===== src/rtl/h14tx_pkg.sv =====
// Shared types for the HDMI 1.4 transmitter data-island path: pixel period codes,
// whole-packet layout and the BCH single-bit update used by the serial ECC.
package h14tx_pkg;

  typedef enum logic [2:0] {
    Control            = 3'd0,
    VideoPreamble      = 3'd1,
    VideoGuard         = 3'd2,
    VideoActive        = 3'd3,
    DataIslandPreamble = 3'd4,
    DataIslandGuard    = 3'd5,
    DataIslandActive   = 3'd6
  } period_t;

  typedef struct packed {
    logic [23:0]  header;
    logic [223:0] body;
  } packet_t;

  localparam packet_t NullPacket = {248{1'b0}};
  localparam logic [7:0] EccPolyDefault = 8'h83;

  // Right-shift BCH step: the bit leaving e[0] decides whether the mask is folded back in.
  function automatic logic [7:0] eccStep(input logic [7:0] e, input logic b, input logic [7:0] poly);
    logic fb;
    fb = b ^ e[0];
    return {1'b0, e[7:1]} ^ (fb ? poly : 8'h00);
  endfunction

endpackage


===== src/rtl/h14tx_packet_serializer_if.sv =====
// Packet hand-off from the infoframe/audio sources into the data-island serializer.
interface h14tx_packet_serializer_if;
  logic         pkt_valid;
  logic         pkt_ready;
  logic [23:0]  pkt_header;
  logic [223:0] pkt_body;

  modport master (output pkt_valid, output pkt_header, output pkt_body, input pkt_ready);
  modport slave  (input pkt_valid, input pkt_header, input pkt_body, output pkt_ready);
endinterface


===== src/rtl/h14tx_bch_ecc.sv =====
// Serial BCH parity accumulator: folds BitsPerClk bits per clock, lowest din bit first.
module h14tx_bch_ecc
  import h14tx_pkg::*;
#(
  parameter int         BitsPerClk = 1,
  parameter logic [7:0] Poly       = EccPolyDefault
) (
  input  logic                  clk,
  input  logic                  rst,
  input  logic                  clear,
  input  logic                  en,
  input  logic [BitsPerClk-1:0] din,
  output logic [7:0]            ecc
);

  logic [7:0] eccBase;
  logic [7:0] eccNext;

  // Clear and the first bits of a new packet land in the same clock.
  always_comb begin
    eccBase = clear ? 8'h00 : ecc;
    eccNext = eccBase;
    if (en) begin
      for (int i = 0; i < BitsPerClk; i++) begin
        eccNext = eccStep(eccNext, din[i], Poly);
      end
    end else begin
      eccNext = eccBase;
    end
  end

  // Parity register.
  always_ff @(posedge clk or posedge rst) begin
    if (rst) begin
      ecc <= 8'h00;
    end else begin
      ecc <= eccNext;
    end
  end

endmodule


===== src/rtl/h14tx_packet_serializer.sv =====
// Data-island serializer: buffers whole packets and emits one per 32-clock slot as
// per-channel TERC4 nibbles (header+BCH on ch0[2], four subpackets+BCH on ch1/ch2).
module h14tx_packet_serializer
  import h14tx_pkg::*;
#(
  parameter int         Depth   = 2,
  parameter logic [7:0] EccPoly = EccPolyDefault
) (
  input  logic                     clk,
  input  logic                     rst,
  input  period_t                  timings,
  input  logic                     hsync,
  input  logic                     vsync,
  h14tx_packet_serializer_if.slave pkt,
  output period_t                  timings_o,
  output logic [3:0]               ch0,
  output logic [3:0]               ch1,
  output logic [3:0]               ch2
);

  localparam int PtrW = (Depth > 2) ? 2 : 1;
  localparam logic [2:0] DepthC = 3'(Depth);

  packet_t          mem [Depth];
  logic [PtrW-1:0]  wrPtr, rdPtr;
  logic [2:0]       count, countNext;
  logic             readyR, prevActive;
  logic [4:0]       slotCnt;
  logic [23:0]      hdrSr;
  logic [3:0][55:0] sbSr;
  logic             isActive, slotStart, push, pop;
  packet_t          headPkt;
  logic             hdrBit;
  logic [3:0][1:0]  sbBits;
  logic [7:0]       hdrEcc;
  logic [3:0][7:0]  sbEcc;
  logic [3:0]       ch0Next, ch1Next, ch2Next;

  function automatic logic [PtrW-1:0] ptrInc(input logic [PtrW-1:0] p);
    return (p == PtrW'(Depth - 1)) ? {PtrW{1'b0}} : p + PtrW'(1);
  endfunction

  assign isActive      = (timings == DataIslandActive);
  assign slotStart     = isActive && (slotCnt == 5'd0);
  assign push          = pkt.pkt_valid && readyR;
  assign pop           = slotStart && (count != 3'd0);
  assign headPkt       = (count != 3'd0) ? mem[rdPtr] : NullPacket;
  assign pkt.pkt_ready = readyR;

  // FIFO occupancy after this clock's push/pop.
  always_comb begin
    case ({push, pop})
      2'b10:   countNext = count + 3'd1;
      2'b01:   countNext = count - 3'd1;
      default: countNext = count;
    endcase
  end

  // At slot start the bits come straight from the popped packet, afterwards from the shifters.
  always_comb begin
    hdrBit = hdrSr[0];
    for (int k = 0; k < 4; k++) begin
      sbBits[k] = sbSr[k][1:0];
    end
    if (slotStart) begin
      hdrBit = headPkt.header[0];
      for (int k = 0; k < 4; k++) begin
        sbBits[k] = headPkt.body[56*k +: 2];
      end
    end else begin
      hdrBit = hdrSr[0];
    end
  end

  // Next output nibbles: data/ECC muxing inside the island, syncs only elsewhere.
  always_comb begin
    ch0Next = {2'b00, vsync, hsync};
    ch1Next = 4'h0;
    ch2Next = 4'h0;
    if (isActive) begin
      ch0Next[3] = prevActive;
      ch0Next[2] = (slotCnt < 5'd24) ? hdrBit : hdrEcc[slotCnt[2:0]];
      for (int k = 0; k < 4; k++) begin
        if (slotCnt < 5'd28) begin
          ch1Next[k] = sbBits[k][0];
          ch2Next[k] = sbBits[k][1];
        end else begin
          ch1Next[k] = sbEcc[k][{slotCnt[1:0], 1'b0}];
          ch2Next[k] = sbEcc[k][{slotCnt[1:0], 1'b1}];
        end
      end
    end else begin
      ch0Next = {2'b00, vsync, hsync};
    end
  end

  // Packet storage; contents are only meaningful while counted.
  always_ff @(posedge clk) begin
    if (push) begin
      mem[wrPtr].header <= pkt.pkt_header;
      mem[wrPtr].body   <= pkt.pkt_body;
    end
  end

  // FIFO control, slot sequencing, shifters and registered outputs.
  always_ff @(posedge clk or posedge rst) begin
    if (rst) begin
      count      <= 3'd0;
      readyR     <= 1'b1;
      wrPtr      <= {PtrW{1'b0}};
      rdPtr      <= {PtrW{1'b0}};
      prevActive <= 1'b0;
      slotCnt    <= 5'd0;
      hdrSr      <= 24'h000000;
      sbSr       <= {224{1'b0}};
      timings_o  <= Control;
      ch0        <= 4'h0;
      ch1        <= 4'h0;
      ch2        <= 4'h0;
    end else begin
      count      <= countNext;
      readyR     <= (countNext != DepthC);
      if (push) wrPtr <= ptrInc(wrPtr);
      if (pop)  rdPtr <= ptrInc(rdPtr);
      prevActive <= isActive;
      slotCnt    <= isActive ? slotCnt + 5'd1 : 5'd0;
      if (isActive) begin
        hdrSr <= slotStart ? {1'b0, headPkt.header[23:1]} : {1'b0, hdrSr[23:1]};
        for (int k = 0; k < 4; k++) begin
          sbSr[k] <= slotStart ? {2'b00, headPkt.body[56*k+2 +: 54]} : {2'b00, sbSr[k][55:2]};
        end
      end
      timings_o <= timings;
      ch0       <= ch0Next;
      ch1       <= ch1Next;
      ch2       <= ch2Next;
    end
  end

  h14tx_bch_ecc #(.BitsPerClk(1), .Poly(EccPoly)) uHdrEcc (
    .clk(clk), .rst(rst), .clear(slotStart),
    .en(isActive && (slotCnt < 5'd24)), .din(hdrBit), .ecc(hdrEcc)
  );

  for (genvar k = 0; k < 4; k++) begin : gSub
    h14tx_bch_ecc #(.BitsPerClk(2), .Poly(EccPoly)) uSubEcc (
      .clk(clk), .rst(rst), .clear(slotStart),
      .en(isActive && (slotCnt < 5'd28)), .din(sbBits[k]), .ecc(sbEcc[k])
    );
  end

endmodule


===== src/flat_wrapper.sv =====
// flat-port wrapper written by rule: the top's interface ports become plain ports
module h14tx_packet_serializer_flat import h14tx_pkg::*;
#(
  parameter int         Depth   = 2,
  parameter logic [7:0] EccPoly = EccPolyDefault
)
  (clk, rst, timings, hsync, vsync, timings_o, ch0, ch1, ch2, pkt_pkt_valid, pkt_pkt_header, pkt_pkt_body, pkt_pkt_ready);
  h14tx_packet_serializer_if pkt_i ();
  input  logic clk;
  input  logic rst;
  input  period_t timings;
  input  logic hsync;
  input  logic vsync;
  output period_t timings_o;
  output logic [3:0] ch0;
  output logic [3:0] ch1;
  output logic [3:0] ch2;
  input wire logic [$bits(pkt_i.pkt_valid)-1:0] pkt_pkt_valid;
  input wire logic [$bits(pkt_i.pkt_header)-1:0] pkt_pkt_header;
  input wire logic [$bits(pkt_i.pkt_body)-1:0] pkt_pkt_body;
  output wire logic [$bits(pkt_i.pkt_ready)-1:0] pkt_pkt_ready;
  assign pkt_i.pkt_valid = pkt_pkt_valid;
  assign pkt_i.pkt_header = pkt_pkt_header;
  assign pkt_i.pkt_body = pkt_pkt_body;
  assign pkt_pkt_ready = pkt_i.pkt_ready;
  h14tx_packet_serializer #(.Depth(Depth), .EccPoly(EccPoly)) u_core (.clk(clk), .rst(rst), .timings(timings), .hsync(hsync), .vsync(vsync), .pkt(pkt_i), .timings_o(timings_o), .ch0(ch0), .ch1(ch1), .ch2(ch2));
endmodule

===== config.mk =====
export PLATFORM = sky130hd
export DESIGN_NAME = h14tx_packet_serializer_flat
export DESIGN_NICKNAME = d
export VERILOG_FILES = /design/src/rtl/h14tx_pkg.sv /design/src/rtl/h14tx_packet_serializer_if.sv /design/src/rtl/h14tx_bch_ecc.sv /design/src/rtl/h14tx_packet_serializer.sv /design/src/flat_wrapper.sv
export SDC_FILE = /design/constraint.sdc
export NUM_CORES = 1
export LEC_CHECK = 0
export BUFFER_PORTS_ARGS = -buffer_cell sky130_fd_sc_hd__buf_2
export CAP_MARGIN = 20
export CORE_AREA = 2 2 248 250
export DETAILED_ROUTE_END_ITERATION = 16
export DIE_AREA = 0 0 250 252
export HOLD_SLACK_MARGIN = 0.02
export PLACE_DENSITY = 0.74
export SETUP_SLACK_MARGIN = 0.05
export SLEW_MARGIN = 20
export SYNTH_ARGS = -nofsm -noshare
export SYNTH_HDL_FRONTEND = slang
export SYNTH_SLANG_ARGS = --single-unit

===== constraint.sdc =====
create_clock -name clk -period 12.9 [get_ports clk]
set_input_delay 0.645 -clock clk [delete_from_list [all_inputs] [get_ports clk]]
set_output_delay 0.645 -clock clk [all_outputs]
set_load 0.01 [all_outputs]

==> metrics.md, run 1 <==
| Metric | Value |
|---|---|
| H-tree depth | 3 |
| Sw Pwr | 2.30 mW |
| First-pass GRT wire length | 108,000 µm |
| Relative slew slack | 24.3% |
| Pre-CTS setup slack | 8.50 ns |
| DR pass1 iterations | 5 |
| Area Growth Syn to Fin | 12.9% |
| Vias after detailed routing | 18,900 |
| Sequential share of the synthesized area | between 60% and 70% |
| Hold Path Class | in -> reg |
| Met2 GRT Util | 36.1% |
| Setup crit start kind | flip-flop |
| Die Area | 63,000 µm² |
| Crit Path Category | reg -> reg |
| Final Wtd Congestion | roughly 0.78 |
| Sequential share of power | 49.0% |
| Top achievable clock speed | 228 MHz |
| Synth top area share | 45.3% |
| Drc violations | 0 |
| Syn avg cell area | ~15 µm² |
| Mapped Cells | ~2,200 |
| Clk_lat worst skew | 0.62 ns |
| Post_cts resized | 0 |
| Die height | 252 µm |
| Overall routing resource usage | 21.9% |
| Post-CTS Setup Bufs | 0 |
| Sinks on the clock net | 802 |
| Row cnt | 90 |
| CTS root buffer | clkbuf_16 |
| Final setup TNS | 0 ns |
| Die extent in x | 250 µm |
| Clk pwr share | 28.6% |
| ANT nets after route | 0 |
| DR WL/cell | between 20 and 25 µm |
| Comb pwr share | about 22% |
| Worst EP arrival | 4.89 ns |
| Boundary Pins | between 200 and 300 |
| Most frequent cells in the layout | edfxtp_1 (496), nor2_1 (461), dfrtp_1 (304), buf_2 (271), mux2_2 (233) |
| Leakage | 13.8 nW |
| Core area | 60,100 µm² |
| Fraction of layout instances using a drive strength above 1 | 34.7% |
| Async S/R FF share, synth | 38.2% |
| Prevailing post-synth register cell | edfxtp_1 |
| Fin crit period | 4.39 ns |
| Status | finished clean |
| Drt via density | 5.80 |
| CTS Buffer Depth | 3 |
| Initial antenna violation count | 19 |
| Most common cell after layout, fill and taps aside | edfxtp_1 |
| Worst path required time | roughly 13 ns |
| Setup Skew | approximately 0.029 ns |
| DRT iter0 DRCs | 1,294 |
| Setup violators final | 0 |
| Fin worst setup slack | 8.51 ns |
| Met1 Usage GRT | 29.4% |
| Peak VDD IR | 0.123 mV |
| Power Dens Cells | about 210 nW/µm² |
| PortBufs | between 200 and 300 |
| Clock Pin Slew Worst Setup and Hold Paths | roughly 0.060 ns |
| Largest cells by area after synthesis | edfxtp_1 (45%), dfrtp_1 (23%), a221oi_2 (8.2%) |
| Fin nets | 2,661 |
| Slew Limit Fails | 0 |
| Crit share post-route | 34.0% |
| CP endpoint kind | flip-flop |
| Vias in the first global route | 19,400 |
| Ys Warns | 0 |
| Congestion Overflow GR | 0 |
| Initial Util | between 50% and 60% |
| Hold Buf Count CTS | 0 |
| Drt total wl | a little under 70,000 µm |
| TritonCTS clock tree | done |
| Post-synth EDFFs | 496 |
| Worst slew pin tran | 1.14 ns |
| Worst-path maximum fanout | 57 |
| Mapped Nets | between 2,000 and 2,500 |
| Number of CTS-inserted buffers | just over 80 |
| M3 GR Usage | approximately 4.8% |
| Max-cap violations | 0 |
| Fin. Hold Viols | 0 |
| Number of synthesized register bits | between 800 and 900 |
| Largest net degree at the start of global routing | ~120 |
| Post-synthesis cell type count | 45 |
| Synth Cell Area | 32,900 µm² |
| Yosys top cell by area | edfxtp_1 |
| Sw Share | slightly below 30% |
| RSZ-0062 raised after global routing | false |
| Power Internal | ~5.5 mW |
| Grt peak-use layer | met2 |
| Hpwl dp | 40,100 µm |
-- worst paths after layout --
kind | endpoint | slack (ns) | depth (start not counted) | startpoint
min | u_core.ch0[0]$_DFF_PP0_ | 0.15 | 1 | hsync
max in group asynchronous | u_core.hdrSr[0]$_DFFE_PP0P_ | 10.81 | 5 | rst
min in group asynchronous | u_core.ch0[1]$_DFF_PP0_ | 0.23 | 2 | rst
min reg2reg | u_core.ch0[3]$_DFF_PP0_ | 0.46 | 1 | u_core.prevActive$_DFF_PP0_
max reg2reg | u_core.pkt.pkt_ready$_DFF_PP1_ | 8.51 | 12 | u_core.slotCnt[0]$_DFF_PP0_
max | u_core.pkt.pkt_ready$_DFF_PP1_ | 8.51 | 12 | u_core.slotCnt[0]$_DFF_PP0_
-- power by group through the flow --
stage	logic (mW)	registers [mW]	clock network [mW]
detailed placement	1.76	3.85	0
floorplan	1.45	3.84	0
global placement	1.70	3.81	0
CTS	1.77	3.81	2.27
global route	1.92	3.87	2.38
finish	1.74	3.81	2.22
-- registers in the layout, indices dropped and copies added, names as in the netlist, 3 cells and up --
register and cells:
u_core.uHdrEcc.ecc 8, u_core.mem 496, u_core.ch2 4, u_core.timings_o 3, u_core.sbSr 216, u_core.count 3
u_core.hdrSr 23, u_core.gSub.uSubEcc.ecc 32, u_core.slotCnt 5, u_core.ch0 4, u_core.ch1 4
-- area by class of cell --
cell class / count / area, µm²
Clock inverter: 29 / 224
Multi-Input combinational cell: 1212 / 9420
Sequential cell: 802 / 22600
Antenna cell: 6 / 15.0
Inverter: 5 / 33.8
Timing Repair Buffer: 299 / 1620
Tap cell: 782 / 978
Fill cell: 4501 / 23000
Clock buffer: 121 / 2280
-- metrics by stage --
stage | std cells | instance area, µm² | util, % | power, mW | hold WS, ns
floorplan | 2173 | 32900 | - | 5.29 | 0.428
global placement | 3099 | 34600 | 57.5 | 5.52 | 0.435
detailed placement | 3099 | 34600 | 57.5 | 5.61 | 0.439
CTS | 3249 | 37100 | 61.7 | 7.85 | 0.119
global route | 3255 | 37100 | 61.7 | 8.16 | 0.126
finish | 3256 | 37100 | 61.7 | 7.77 | 0.155
-- cell usage after synthesis, types with 21 or more instances --
cell type,instances
edfxtp_1,496
nor2_1,462
dfrtp_1,305
mux2_2,233
a221oi_2,180
clkbuf_1,72
nand2_1,72
a221oi_1,49
a21oi_1,42
o21ai_0,39
buf_2,34
xnor2_1,25
mux2i_1,21
-- metal layers --
metal	up-vias	wire length (µm)
li1	8587	-
met1	9689	29000
met2	475	34300
met3	113	4030
met4	28	1440
met5	-	181
-- worst max-delay path, stage by stage (launching register included) --
cell and delay (ns):
dfrtp_1 0.61, inv_1 0.17, ha_1 0.19, or4b_4 0.75, nor2_8 0.89, nand2_4 0.22, inv_2 0.15, ha_1 0.21
fa_1 0.20, xnor2_1 0.13, nor2_1 0.08, xor2_1 0.16, or3b_2 0.50
-- logic make-up after synthesis --
kind of cell               after synthesis  synth area share, %
buffers and inverters                  159                 2.84
DFF                                    802                 68.6
and+or+nand+nor                        583                 7.06
muxes                                  264                 9.30
adders and majority gates                4                0.175
AOI/OAI and AO/OA                      325                 11.1
xor gates and xnor gates                36                0.959
(Power assumes the default switching activity.)
==> run 2: changes to the inputs <==
- clock period: 12.9 -> 4.5 ns (I/O delays scaled with it)
==> metrics.md, run 2 (synthesized netlist as in run 1, its figures left out) <==
| Metric | Value |
|---|---|
| TritonCTS clock tree | done |
| First-pass GRT wire length | between 100,000 and 150,000 µm |
| Post-layout util | 67.0% |
| Vias in the first global route | 21,200 |
| Sequential share of power | 46.5% |
| Placed cells | 3,105 |
| Final Wtd Congestion | just under 0.8 |
| Fin. Hold Viols | 0 |
| Register name with the most flops | u_core.mem |
| Slew Limit Fails | 0 |
| CTS root buffer | clkbuf_16 |
| Max reg flops | 496 |
| Die Area | about 63,000 µm² |
| Clk_lat worst skew | between 0.6 and 0.7 ns |
| DR pass1 iterations | 7 |
| Fin crit period | 3.35 ns |
| Clk pwr share | a little under a third |
| Drt via density | 5.73 |
| Final cell count without fillers | 3,525 |
| Hpwl dp | 40,100 µm |
| Congestion Overflow GR | 0 |
| Sinks on the clock net | 802 |
| Setup violators final | 0 |
| Initial Util | 54.7% |
| Boundary Pins | 272 |
| Fin nets | ~2,900 |
| Comb pwr share | 23.2% |
| Setup crit start kind | flip-flop |
| Peak VDD IR | 0.497 mV |
| Power Dens Cells | 581 nW/µm² |
| Drc violations | 0 |
| PortBufs | approximately 270 |
| ANT nets after route | 0 |
| DRT iter0 DRCs | 1,433 |
| Worst-path maximum fanout | 13 |
| Biggest regs | u_core.mem (496), u_core.sbSr (216), u_core.gSub.uSubEcc.ecc (32) |
| Status | finished clean |
| Setup Skew | 0.0260 ns |
| Most frequent cells in the layout | edfxtp_1 (496), nor2_1 (461), dfrtp_1 (304), buf_2 (271), dlygate4sd3_1 (256) |
| CTS Buffer Depth | 3 |
| Die height | ~250 µm |
| H-tree depth | 3 |
| Worst EP arrival | 3.89 ns |
| Most common cell after layout, fill and taps aside | edfxtp_1 |
| DR WL/cell | 21.2 µm |
| Clock Pin Slew Worst Setup and Hold Paths | about 0.060 ns |
| Power Internal | 16.5 mW |
| Sw Share | 29.4% |
| Hold Path Class | in -> reg |
| Crit share post-route | 74.4% |
| Vias after detailed routing | 20,200 |
| Row cnt | 90 |
| Overall routing resource usage | between 20% and 30% |
| Leakage | around 15 nW |
| Initial antenna violation count | 7 |
| Max-cap violations | 0 |
| Crit Path Category | reg -> reg |
| RSZ-0062 raised after global routing | false |
| CP endpoint kind | flip-flop |
| Drt total wl | 74,600 µm |
| Fraction of layout instances using a drive strength above 1 | around a third |
| Area Growth Syn to Fin | 22.5% |
| Number of CTS-inserted buffers | 83 |
| Relative slew slack | 22.8% |
| Largest net degree at the start of global routing | 171 |
| Worst path required time | 5.04 ns |
| Top achievable clock speed | between 200 and 300 MHz |
| Sw Pwr | 6.87 mW |
| Worst slew pin tran | 1.16 ns |
| Core area | 60,100 µm² |
| Die extent in x | 250 µm |
[run 2: area by class of cell]
| cell class | instances | area (µm²) |
|---|---|---|
| flip-flops and latches | 802 | 22600 |
| fillers | 4019 | 19900 |
| multi-input cells | 1212 | 9420 |
| repair buffers | 564 | 4430 |
| clock buffers | 116 | 2460 |
| well taps | 782 | 978 |
| clock inverters | 37 | 379 |
| inverters | 5 | 30.0 |
| diodes | 7 | 17.5 |
[run 2: what timing repair did]
item,4_1_cts,5_1_grt
setup endpoints to repair,0,0
gates resized for setup,0,0
buffers inserted,0,0
hold buffers,256,0
hold endpoints to repair,637,0
[run 2: worst paths after layout]
path / start / to / slack (ns) / cells after the start
worst max-delay path: u_core.slotCnt[0]$_DFF_PP0_ / u_core.pkt.pkt_ready$_DFF_PP1_ / 1.15 / 12
worst min-delay path: vsync / u_core.ch0[1]$_DFF_PP0_ / 0.26 / 2
worst max register to register: u_core.slotCnt[0]$_DFF_PP0_ / u_core.pkt.pkt_ready$_DFF_PP1_ / 1.15 / 12
worst min register to register: u_core.prevActive$_DFF_PP0_ / u_core.ch0[3]$_DFF_PP0_ / 0.48 / 1
max in group asynchronous: rst / u_core.sbSr[20]$_DFFE_PP0P_ / 2.60 / 6
min in group asynchronous: rst / u_core.sbSr[96]$_DFFE_PP0P_ / 0.68 / 4
[run 2: layer usage]
layer | routed length, µm | vias up | share of wire [%] | GRT usage [%]
li1 | - | 9139 | - | -
met1 | 30800 | 10300 | 41 | 31.2
met2 | 38000 | 584 | 51 | 40.4
met3 | 3400 | 152 | 4.6 | 3.49
met4 | 2380 | 2 | 3.2 | 9.65
met5 | 13 | - | 0.017 | 0
[run 2: per-stage QoR]
step / TNS, ns / hold WS [ns] / worst slack (ns) / power (mW) / area (µm²)
2_1_floorplan: -73.13 / 0.256 / -0.295 / 14.9 / 32900
3_3_place_gp: 0 / 0.143 / 1.08 / 15.9 / 34700
3_5_place_dp: 0 / 0.141 / 0.984 / 16.2 / 34700
4_1_cts: 0 / 0.208 / 0.921 / 23.5 / 40100
5_1_grt: 0 / 0.255 / 0.972 / 24.5 / 40300
6_report: 0 / 0.260 / 1.15 / 23.4 / 40300
[run 2: critical path, cell delays in order, from the launching register on]
cell     delay, ns
dfrtp_1       0.76
inv_1         0.18
ha_1          0.25
or4b_4        0.26
nor2_8        0.06
nand2_4       0.16
inv_2         0.07
ha_1          0.24
fa_1          0.38
xnor2_1       0.19
nor2_1        0.07
xor2_1        0.15
or3b_2        0.47
[run 2: power groups by stage]
stage / logic, mW / clock network [mW] / registers (mW)
finish: 5.42 / 7.09 / 10.9
floorplan: 4.17 / 0 / 10.8
detailed placement: 5.20 / 0 / 11.0
global route: 5.91 / 7.51 / 11.0
global placement: 5.06 / 0 / 10.9
CTS: 5.42 / 7.19 / 10.8
